`config.mk`:
```
export PLATFORM = sky130hd
export DESIGN_NAME = regfile_wb_arbiter
export DESIGN_NICKNAME = d
export VERILOG_FILES = /design/src/rtl/regfile_wb_arbiter_pkg.sv /design/src/rtl/regfile_wb_arbiter_rr_arbiter2.sv /design/src/rtl/regfile_wb_arbiter.sv
export SDC_FILE = /design/constraint.sdc
export NUM_CORES = 1
export LEC_CHECK = 0
export ABC_AREA = 1
export BUFFER_PORTS_ARGS = -buffer_cell sky130_fd_sc_hd__buf_4
export CORE_UTILIZATION = 47
export CTS_BUF_LIST = sky130_fd_sc_hd__clkbuf_4 sky130_fd_sc_hd__clkbuf_8
export CTS_CLUSTER_SIZE = 40
export DETAILED_ROUTE_END_ITERATION = 16
export HOLD_SLACK_MARGIN = 0.12
export PLACE_DENSITY = 0.81
export SLEW_MARGIN = 15
export SYNTH_ARGS = -nofsm -noshare
export SYNTH_HDL_FRONTEND = slang
export SYNTH_SLANG_ARGS = --single-unit
```
`constraint.sdc`:
```
create_clock -name clk -period 1.8 [get_ports clk]
set_clock_uncertainty 0.1 [all_clocks]
set_input_delay 0.27 -clock clk [delete_from_list [all_inputs] [get_ports clk]]
set_output_delay 0.27 -clock clk [all_outputs]
set_load 0.02 [all_outputs]
```
`src/rtl/regfile_wb_arbiter_pkg.sv`:
```
// Shared core constants and types for the register-file writeback path:
// default widths, register count and the round-robin pointer encoding.
package regfile_wb_arbiter_pkg;

    localparam int CORE_DATA_WIDTH = 32;
    localparam int CORE_ADDR_WIDTH = 5;
    localparam int NUM_REGS        = 32;

    // RR_FRESH reads back as "last grant = ex" but still hands priority to ex,
    // which is the only way both reset behaviours can hold at once.
    typedef enum logic [1:0] {
        RR_FRESH    = 2'd0,
        RR_LAST_EX  = 2'd1,
        RR_LAST_MEM = 2'd2
    } rr_state_t;

    typedef enum logic {
        SRC_EX  = 1'b0,
        SRC_MEM = 1'b1
    } wb_src_t;

    function automatic logic rr_prefer_mem(input rr_state_t st);
        return st == RR_LAST_EX;
    endfunction

endpackage

```
`src/rtl/regfile_wb_arbiter_rr_arbiter2.sv`:
```
// Two-input round-robin arbiter for the execute and load writeback requesters.
// Grants are combinational; the last-grant pointer moves only on a grant.
module rr_arbiter2
    import regfile_wb_arbiter_pkg::*;
(
    input  logic    clk,
    input  logic    reset,
    input  logic    req_ex,
    input  logic    req_mem,
    output logic    gnt_ex,
    output logic    gnt_mem,
    output wb_src_t grant_src,
    output wb_src_t last_grant
);

    rr_state_t state;
    rr_state_t state_next;

    // NOTE: sequential state uses non-blocking assignments so every flop samples
    // pre-edge values regardless of process ordering.
    always_ff @(posedge clk or posedge reset) begin
        if (reset) begin
            state <= RR_FRESH;
        end else begin
            state <= state_next;
        end
    end

    // A grant always coincides with its request, so a grant is an accepted transfer.
    always_comb begin
        state_next = state;
        if (gnt_ex) begin
            state_next = RR_LAST_EX;
        end else if (gnt_mem) begin
            state_next = RR_LAST_MEM;
        end
    end

    // NOTE: every output gets a default first so no path leaves it unassigned,
    // which would otherwise infer a latch.
    always_comb begin
        gnt_ex     = 1'b0;
        gnt_mem    = 1'b0;
        last_grant = (state == RR_LAST_MEM) ? SRC_MEM : SRC_EX;
        if (!reset) begin
            if (req_ex && req_mem) begin
                if (rr_prefer_mem(state)) begin
                    gnt_mem = 1'b1;
                end else begin
                    gnt_ex = 1'b1;
                end
            end else begin
                gnt_ex  = req_ex;
                gnt_mem = req_mem;
            end
        end
        grant_src = gnt_mem ? SRC_MEM : SRC_EX;
    end

endmodule

```
`src/rtl/regfile_wb_arbiter.sv`:
```
// Writeback arbiter in front of the register-file write port, plus the
// destination-reservation scoreboard used by issue for hazard checks.
module regfile_wb_arbiter
    import regfile_wb_arbiter_pkg::*;
#(
    parameter int DATA_WIDTH = CORE_DATA_WIDTH,
    parameter int ADDR_WIDTH = CORE_ADDR_WIDTH
)
(
    input  logic                  clk,
    input  logic                  reset,
    input  logic                  ex_valid_i,
    output logic                  ex_ready_o,
    input  logic [ADDR_WIDTH-1:0] ex_addr_i,
    input  logic [DATA_WIDTH-1:0] ex_data_i,
    input  logic                  mem_valid_i,
    output logic                  mem_ready_o,
    input  logic [ADDR_WIDTH-1:0] mem_addr_i,
    input  logic [DATA_WIDTH-1:0] mem_data_i,
    output logic [ADDR_WIDTH-1:0] wr_addr_o,
    output logic [DATA_WIDTH-1:0] wr_data_o,
    output logic                  wr_enable_o,
    input  logic                  rsv_valid_i,
    input  logic [ADDR_WIDTH-1:0] rsv_addr_i,
    input  logic [ADDR_WIDTH-1:0] rs1_addr_i,
    input  logic [ADDR_WIDTH-1:0] rs2_addr_i,
    output logic                  rs1_busy_o,
    output logic                  rs2_busy_o
);

    wb_src_t               grant_src;
    wb_src_t               last_grant;
    logic                  accept;
    logic [ADDR_WIDTH-1:0] sel_addr;
    logic [DATA_WIDTH-1:0] sel_data;
    logic [NUM_REGS-1:0]   pending;
    logic [NUM_REGS-1:0]   pending_next;

    rr_arbiter2 u_rr_arbiter2 (
        .clk        (clk),
        .reset      (reset),
        .req_ex     (ex_valid_i),
        .req_mem    (mem_valid_i),
        .gnt_ex     (ex_ready_o),
        .gnt_mem    (mem_ready_o),
        .grant_src  (grant_src),
        .last_grant (last_grant)
    );

    always_comb begin
        accept   = ex_ready_o | mem_ready_o;
        sel_addr = (grant_src == SRC_MEM) ? mem_addr_i : ex_addr_i;
        sel_data = (grant_src == SRC_MEM) ? mem_data_i : ex_data_i;
    end

    // Address/data capture every accepted transfer, including writes to x0;
    // only the enable is suppressed for x0.
    always_ff @(posedge clk or posedge reset) begin
        if (reset) begin
            wr_enable_o <= 1'b0;
            wr_addr_o   <= '0;
            wr_data_o   <= '0;
        end else begin
            wr_enable_o <= accept && (sel_addr != '0);
            if (accept) begin
                wr_addr_o <= sel_addr;
                wr_data_o <= sel_data;
            end
        end
    end

    // Commit clears first, reservation sets second, so a same-edge re-reservation wins.
    always_comb begin
        pending_next = pending;
        if (wr_enable_o) begin
            pending_next[wr_addr_o] = 1'b0;
        end
        if (rsv_valid_i && (rsv_addr_i != '0)) begin
            pending_next[rsv_addr_i] = 1'b1;
        end
    end

    always_ff @(posedge clk or posedge reset) begin
        if (reset) begin
            pending <= '0;
        end else begin
            pending <= pending_next;
        end
    end

    always_comb begin
        rs1_busy_o = (rs1_addr_i != '0) && pending[rs1_addr_i];
        rs2_busy_o = (rs2_addr_i != '0) && pending[rs2_addr_i];
    end

    grant_onehot: assert property (@(posedge clk) disable iff (reset)
        !(ex_ready_o && mem_ready_o));

    no_x0_commit: assert property (@(posedge clk) disable iff (reset)
        wr_enable_o |-> (wr_addr_o != '0));

    // Round-robin state is internal; last_grant is exposed only for observability.
    logic unused_last_grant;
    assign unused_last_grant = (last_grant == SRC_MEM);

endmodule

```
==> reports/qor.yml, run 1 <==
setup_viol: 3
placement.io_buffers: 135
synthTopCellsByArea: "dfrtp_1 45%, nand2_1 17%, o21ai_0 8.6%, nand3_1 8.3%, a31oi_1 5.3%"
ys_seq_elements: 72
clk_pin_slew_ns: 0.09
place.gp.congestion: 0.988
crit_arrival_ns: 1.49
overflow: 0
holdCritPathClass: "input pin to asynchronous set/reset pin"
synth_area_leader_cell: "dfrtp_1"
seq_area_um2: 1800
synthesis.area_um2: 3980
fmax_mhz: 537
grt_pass1_vias: 4980
antenna_found_initial: 0
setup.worst_path.end_class: "primary output"
grt_usage: 0.387
synth_cells: 557
grt_first_pass_wirelength_mm: 25.3
synth_edf_count: 0
multiInputGateArea_um2: 1850
clock_power_share: 0.243
die_w_um: 94.0
critPathLaunchType: "flop"
synth_top_family_by_area: "simple AND/OR/NAND/NOR gates"
totalWireLength_mm: 17.7
drcViolationCount: 0
cts_root_buffer: "clkbuf_8"
final_nets: 848
htreeDepth: 3
vias_per_cell: 5.93
rows: 33
p_leak_nw: 2.97
post-place-ws_ns: 0.106
path_max_fanout: 12
ys_seq_area_frac: 0.453
synth.net_count: 651
finalNonFillerCells: 864
synthSimpleGateAreaFrac: 0.303
reg2regPathDepth: 8
initial_core_util: 0.484
synthMuxAreaShare: 0
num_vias: 5126
place_inst: 783
cts_buffer_depth: 2
async_reset_ff_frac: 1.00
finalInstanceArea_um2: 6020
die_y_um: 94.0
routedWlPerCell_um: 20.5
critPathKind: "flop to primary output"
switching_power_mw: 2.38
drtIter0Drc: 578
die_area_um2: 8840
first_pass_iters: 6
worst_slew_pin_slew_ns: 0.903
relSlewSlack: 0.398
ios: 136
status: "complete, but fails checks"
dp_hpwl_mm: 9.18
yosys_most_used_dff: "dfrtp_1"
worstPathRequired_ns: 1.43
core_region_area_um2: 8220
synth-xor-area-share: 0
yosys.area.top_type_share: 0.453
grt_max_degree: 73
ir_worst_vdd_v: 0.000714
drive_gt1_frac: 0.270
syn_area_per_cell_um2: 7.14
place_area_um2: 5060
setup_tns_ns: -0.179
violations: "negative setup slack"
synth.most_common_cell: "nand2_1"
synth.distinct_cells: 18
synth_commonest_cells: "178 x nand2_1, 72 x dfrtp_1, 68 x o21ai_0, 66 x nand3_1, 55 x inv_1"
comb_power_share: 0.366
numCtsBuffers: 9
powerDensity_nw_per_um2: 1020
syn_to_final_growth_pct: 51.4
clock_latency_ns: 0.35
nFillCells: 553
synth-compound-area-share: 0.144
rsz0062_at_grt: "true"
clock-sinks: 72
finalCriticalPeriod_ns: 1.86
fin_ws_ns: -0.0617
intPower_mw: 3.79
cts_tree: "yes"
drv_slew: 0
power_frac_seq: 0.391
p_sw_frac: 0.386
synthAdderAreaFrac: 0
antenna_cells: 0
yosys_warnings: 0
utilization: 0.733
timing.final.crit_share: 1.03
drv_cap: 0
ant_nets: 0
hold_violations: 0
-- repair_timing --
action	4_1_cts	5_1_grt
pin swaps	8	7
endpoints found under the setup margin	3	8
setup buffers	1	0
resized for setup	27	16
endpoints found under the hold margin	32	0
hold buffers	64	0
-- cells by family (layout without fill, tap and decap cells) --
| kind of cell | after synthesis | after routing |
|---|---|---|
| buffers and inverters | 87 | 289 |
| AOI/OAI and AO/OA | 106 | 106 |
| DFF | 72 | 72 |
| and+or+nand+nor | 292 | 292 |
-- state kept, by name (all words and copies together) (netlist names) --
signal	cells
u_rr_arbiter2.state	2
wr_addr_o	5
pending	32
wr_enable_o	1
wr_data_o	32
-- stage by stage --
step / power [mW] / hold WS, ns
after floorplan: 3.45 / 0.181
after global placement: 4.20 / 0.361
after detailed placement: 4.24 / 0.373
after CTS: 5.89 / 0.139
after global routing: 6.44 / 0.203
final: 6.17 / 0.133
-- cells in the final DEF, fill, tap and decap left out --
master           n
dlygate4sd3_1   64
a31oi_2          1
clkinv_4         1
clkbuf_8        11
inv_4            1
o21ai_1          5
nor2_4           2
nor3_1           1
nand2_4          1
nand3_2          5
nand2_1        170
dfrtp_1         72
inv_2           25
o21ai_0         67
nand2_2          7
inv_1           35
bufinv_16        2
a31oi_1         33
nand2_8          1
buf_12           2
buf_4          141
nand3b_1         2
nor2_1          42
clkinv_1         2
nand3_1         61
buf_6            2
clkinv_2         2
inv_8            1
-- worst max-delay path, cell delays in order (launching register included) --
cell and delay, ns:
dfrtp_1 0.40, inv_2 0.10, nand2_1 0.12, nand2_4 0.13, nand2_8 0.10, inv_8 0.12
buf_4 0.16
-- layout make-up --
type,instances,share of cell area
well taps,105,0.0218
inverters,64,0.0415
clock inverters,5,0.0131
clock buffers,11,0.0251
repair buffers,209,0.292
multi-input cells,398,0.307
flip-flops and latches,72,0.299
-- worst paths after layout --
| check | to | startpoint | slack [ns] |
|---|---|---|---|
| setup / recovery | mem_ready_o | u_rr_arbiter2.state[1]$_DFFE_PP0P_ | -0.06 |
| hold / removal | wr_data_o[4]$_DFFE_PP0P_ | reset | 0.13 |
| setup reg to reg | wr_data_o[30]$_DFFE_PP0P_ | u_rr_arbiter2.state[1]$_DFFE_PP0P_ | 0.13 |
| hold reg to reg | u_rr_arbiter2.state[0]$_DFFE_PP0P_ | u_rr_arbiter2.state[0]$_DFFE_PP0P_ | 0.42 |
| max in group asynchronous | pending[0]$_DFF_PP0_ | reset | 0.88 |
| min in group clk | wr_addr_o[2]$_DFFE_PP0P_ | mem_addr_i[2] | 0.22 |
-- power groups by stage --
stage | Clock (mW) | Sequential [mW] | Combinational [mW]
floorplan | 0 | 2.43 | 1.02
global placement | 0 | 2.32 | 1.88
detailed placement | 0 | 2.35 | 1.89
CTS | 1.47 | 2.35 | 2.08
global route | 1.56 | 2.45 | 2.43
finish | 1.50 | 2.41 | 2.26
-- routing by layer --
metal	share of wire	track usage
met2	0.48	0.655
met4	0.078	0.247
met1	0.35	0.440
met5	0	0
met3	0.095	0.0858
Power figures use the tool's default switching activity.
==> run 2: changes to the inputs <==
--- a/config.mk
+++ b/config.mk
@@ -7,6 +7,7 @@
 export LEC_CHECK = 0
 export ABC_AREA = 1
 export BUFFER_PORTS_ARGS = -buffer_cell sky130_fd_sc_hd__buf_4
+export CORE_MARGIN = 5
 export CORE_UTILIZATION = 47
 export CTS_BUF_LIST = sky130_fd_sc_hd__clkbuf_4 sky130_fd_sc_hd__clkbuf_8
 export CTS_CLUSTER_SIZE = 40
==> reports/qor.yml, run 2 (synthesized netlist as in run 1, its figures left out) <==
first_pass_iters: 5
nFillCells: 534
clock_latency_ns: 0.35
route.met2.wl_mm: 8.39
relSlewSlack: 0.405
drtIter0Drc: 447
drive_gt1_frac: 0.259
ant_nets: 0
ir_worst_vdd_v: 0.000657
p_leak_nw: 3.00
vias_per_cell: 5.97
core_region_area_um2: 8220
dp_hpwl_mm: 9.51
clock-sinks: 72
antenna_cells: 0
overflow: 0
p_sw_frac: 0.378
drv_cap: 0
worst-path-buf-inv: 3
status: "complete, but fails checks"
grt_pass1_vias: 5371
intPower_mw: 3.78
crit_arrival_ns: 1.52
grt_max_degree: 73
fin_ws_ns: -0.0877
wl_met1_mm: 6.45
critical-path-max-stage-delay_ns: 0.40
totalWireLength_mm: 18.0
crit_chain: "inv_2, nand2_1, nand3_1, nand2_1, nand2_1, nand2_1, inv_1, nand2_1, nand2_1, nand2_1, buf_6"
comb_power_share: 0.363
drcViolationCount: 0
die_w_um: 102
critPathLaunchType: "flop"
wl_met3_mm: 2.02
rows: 33
setup_tns_ns: -0.129
ios: 136
worst_slew_pin_slew_ns: 0.892
grt_usage: 0.346
cp_common_cell: "nand2_1"
setup.worst_path.end_class: "primary output"
timing.final.crit_share: 1.05
routedWlPerCell_um: 20.7
die_area_um2: 10400
die_y_um: 102
slowest_stage: "dfrtp_1"
antenna_found_initial: 0
rsz0062_at_grt: "true"
holdCritPathClass: "input pin to asynchronous set/reset pin"
crit_family: "simple AND/OR/NAND/NOR gates"
final_nets: 854
numCtsBuffers: 9
cts_root_buffer: "clkbuf_8"
finalInstanceArea_um2: 6040
final_common_cell: "nand2_1"
final_cell_mix: "174 x nand2_1, 147 x buf_4, 72 x dfrtp_1, 67 x o21ai_0, 64 x dlygate4sd3_1"
place.gp.congestion: 0.946
clk_pin_slew_ns: 0.08
top_layer: "met4"
power.total_mw: 6.09
critPathKind: "flop to primary output"
num_vias: 5195
place_area_um2: 5080
htreeDepth: 3
grt_first_pass_wirelength_mm: 27.8
syn_to_final_growth_pct: 51.9
drv_slew: 0
initial_core_util: 0.484
hold_violations: 0
placement.io_buffers: 135
cts_tree: "yes"
path_max_fanout: 2
violations: "negative setup slack"
post-place-ws_ns: 0.106
powerDensity_nw_per_um2: 1010
cts_buffer_depth: 2
switching_power_mw: 2.30
fmax_mhz: 530
finalCriticalPeriod_ns: 1.89
setup_viol: 4
clock_power_share: 0.242
worstPathRequired_ns: 1.43
reg.largest.list: "pending x32, wr_data_o x32, wr_addr_o x5"
power_frac_seq: 0.396
## run 2: path summary, 6_finish.rpt
| check | startpoint | to | slack [ns] | cells past startpoint |
|---|---|---|---|---|
| min in group clk | mem_addr_i[3] | wr_addr_o[3]$_DFFE_PP0P_ | 0.16 | 3 |
| hold reg to reg | pending[0]$_DFF_PP0_ | pending[0]$_DFF_PP0_ | 0.41 | 2 |
| hold / removal | reset | wr_data_o[17]$_DFFE_PP0P_ | 0.13 | 3 |
| setup / recovery | pending[5]$_DFF_PP0_ | rs1_busy_o | -0.09 | 11 |
| setup reg to reg | u_rr_arbiter2.state[0]$_DFFE_PP0P_ | wr_enable_o$_DFF_PP0_ | -0.02 | 9 |
| max in group asynchronous | reset | pending[29]$_DFF_PP0_ | 0.90 | 3 |
## run 2: layout make-up
type                       instances  area [um^2]  area share
tap                              105          131      0.0217
clock buffer                      11          145      0.0240
clock inverter                     5         80.1      0.0133
inverter                          64          255      0.0422
multi-input combinational        398         1820       0.302
timing repair buffer             215         1810       0.299
sequential                        72         1800       0.298
## run 2: worst register-to-register path, cell delays in order (launching register included)
cell     delay (ns)
dfrtp_1        0.41
nand2_1        0.17
nand2_4        0.10
nand2_8        0.12
buf_4          0.20
nand2_1        0.09
nand2_1        0.10
nand3_1        0.14
nor2_1         0.20
nor2_1         0.07
## run 2: power by group through the flow
stage          registers, mW  clock network [mW]  logic [mW]
2_1_floorplan           2.43                   0        1.02
3_3_place_gp            2.32                   0        1.84
3_5_place_dp            2.35                   0        1.84
4_1_cts                 2.34                1.44        1.99
5_1_grt                 2.44                1.53        2.42
6_report                2.41                1.47        2.21
## run 2: routing by layer
metal / vias up / GRT usage
li1: 2213 / -
met1: 2401 / 0.400
met2: 471 / 0.573
met3: 110 / 0.0997
met4: 0 / 0.200
met5: - / 0
## run 2: stage by stage
step,util,hold WS (ns),cells
2_1_floorplan,-,0.181,557
3_3_place_gp,0.619,0.364,786
3_5_place_dp,0.619,0.370,786
4_1_cts,0.727,0.141,867
5_1_grt,0.735,0.207,870
6_report,0.735,0.129,870
## run 2: timing repair
item                                   4_1_cts  5_1_grt
endpoints found under the hold margin       32        0
buffers inserted                             1        3
resized for setup                           11       20
hold buffers                                64        0
setup endpoints to repair                    3        6
pin swaps                                    6        4
==> run 3: changes to the inputs <==
--- a/config.mk
+++ b/config.mk
@@ -7,13 +7,15 @@
 export LEC_CHECK = 0
 export ABC_AREA = 1
 export BUFFER_PORTS_ARGS = -buffer_cell sky130_fd_sc_hd__buf_4
+export CELL_PAD_IN_SITES_DETAIL_PLACEMENT = 2
+export CELL_PAD_IN_SITES_GLOBAL_PLACEMENT = 2
 export CORE_MARGIN = 5
-export CORE_UTILIZATION = 47
+export CORE_UTILIZATION = 25
 export CTS_BUF_LIST = sky130_fd_sc_hd__clkbuf_4 sky130_fd_sc_hd__clkbuf_8
 export CTS_CLUSTER_SIZE = 40
 export DETAILED_ROUTE_END_ITERATION = 16
 export HOLD_SLACK_MARGIN = 0.12
-export PLACE_DENSITY = 0.81
+export PLACE_DENSITY = 0.8
 export SLEW_MARGIN = 15
 export SYNTH_ARGS = -nofsm -noshare
 export SYNTH_HDL_FRONTEND = slang
==> reports/qor.yml, run 3 (synthesized netlist as in run 1, its figures left out) <==
status: "complete, but fails checks"
violations: "negative setup slack"
rows: 46
p_sw_frac: 0.378
hold_ws_ns: 0.134
switching_power_mw: 2.38
fin_ws_ns: -0.0931
core_region_area_um2: 15800
drv_cap: 0
intPower_mw: 3.91
num_vias: 4782
grt_first_pass_wirelength_mm: 32.7
clock_latency_ns: 0.37
numCtsBuffers: 9
utilization: 0.394
rrSetupSlack_ns: 0.10
reg2regPathDepth: 9
die_area_um2: 18500
dp_hpwl_mm: 13.0
power_frac_seq: 0.381
vias_per_cell: 4.87
antenna_cells: 0
setup.worst_path.end_class: "primary output"
place_inst: 898
path_max_fanout: 2
relSlewSlack: 0.375
final_common_cell: "nand2_1"
cts_tree: "yes"
placement.io_buffers: 135
hold_violations: 0
fmax_mhz: 528
grt_pass1_vias: 5636
ant_nets: 0
grt_usage: 0.230
regToRegEndpoint: "wr_data_o[1]$_DFFE_PP0P_"
cts_buffer_depth: 2
ir_worst_vdd_v: 0.000381
place_area_um2: 5220
holdCritPathClass: "input pin to asynchronous set/reset pin"
grt_max_degree: 73
setup_tns_ns: -0.171
timing.final.crit_share: 1.05
setup_viol: 3
drive_gt1_frac: 0.272
worstPathRequired_ns: 1.43
final_cell_mix: "173 x nand2_1, 150 x buf_4, 72 x dfrtp_1, 67 x o21ai_0, 63 x dlygate4sd3_1"
first_pass_iters: 6
powerDensity_nw_per_um2: 1010
worst_slew_pin_slew_ns: 0.938
crit_arrival_ns: 1.52
critPathKind: "flop to primary output"
htreeDepth: 3
antenna_found_initial: 0
drtIter0Drc: 128
p_leak_nw: 3.01
power.total_mw: 6.29
overflow: 0
cts_root_buffer: "clkbuf_8"
clock-sinks: 72
critPathLaunchType: "flop"
rsz0062_at_grt: "true"
syn_to_final_growth_pct: 56.2
die_w_um: 136
finalInstanceArea_um2: 6210
nFillCells: 1846
finalCriticalPeriod_ns: 1.89
initial_core_util: 0.252
clock_power_share: 0.261
post-place-ws_ns: 0.0116
drcViolationCount: 0
routedWlPerCell_um: 21.4
clk_pin_slew_ns: 0.09
totalWireLength_mm: 21.0
regToRegStartpoint: "u_rr_arbiter2.state[1]$_DFFE_PP0P_"
drv_slew: 0
die_y_um: 136
comb_power_share: 0.358
place.gp.congestion: 0.859
ios: 136
reg.largest.list: "pending x32, wr_data_o x32, wr_addr_o x5"
finalNonFillerCells: 982
final_nets: 855
-- run 3: cell types whose count changed in the layout (fill, tap and decap cells not counted), moves of 2 or more --
cell        change
nand3_2         +2
inv_1           -4
nand3_1         -2
clkinvlp_4      -2
inv_2           +4
buf_4           +3
-- run 3: worst max-delay path by stage --
stage,from,endpoint,slack [ns],cells after the start
final,pending[6]$_DFF_PP0_,rs2_busy_o,-0.09,11
after global routing,pending[16]$_DFF_PP0_,rs1_busy_o,-0.19,11
after CTS,pending[1]$_DFF_PP0_,rs1_busy_o,-0.09,11
after detailed placement,rs2_addr_i[0],rs2_busy_o,0.01,10
after global placement,rs2_addr_i[1],rs2_busy_o,0.07,9
after floorplan,reset,wr_data_o[16]$_DFFE_PP0P_,0.05,9
-- run 3: critical path, cell delays in order (launching register included) --
cell and delay [ns]:
dfrtp_1 0.38, inv_1 0.11, nand2_1 0.07, nand3_1 0.08, nand2_1 0.05, nand2_1 0.06
nand2_1 0.05, inv_1 0.05, nand2_1 0.06, nand2_1 0.08, nand2_2 0.07, buf_6 0.13
-- run 3: what timing repair did --
action | in CTS | in global routing
hold endpoints to repair | 32 | 0
resized for setup | 16 | 23
pin swaps | 1 | 6
hold buffers | 63 | 0
setup endpoints to repair | 3 | 7
setup buffers | 0 | 5
-- run 3: area by class of cell --
class                           instances  area, um^2  area share
Clock inverter                          5         104      0.0167
Tap cell                              216         270      0.0435
Clock buffer                           11         145      0.0234
Inverter                               64         255      0.0411
Multi-Input combinational cell        398        1840       0.296
Sequential cell                        72        1800       0.290
Timing Repair Buffer                  216        1800       0.290
-- run 3: per-layer routing --
metal	wire [um]	share of wire	global-route usage
met1	8650	0.41	0.271
met5	0	0	0
met4	324	0.015	0.0728
met3	1560	0.075	0.0711
met2	10400	0.50	0.398
-- run 3: power groups by stage --
stage | Combinational (mW) | Clock (mW) | Sequential, mW
2_1_floorplan | 1.02 | 0 | 2.43
6_report | 2.26 | 1.64 | 2.40
3_5_place_dp | 1.99 | 0 | 2.38
5_1_grt | 2.50 | 1.73 | 2.46
4_1_cts | 2.13 | 1.66 | 2.35
3_3_place_gp | 1.89 | 0 | 2.35
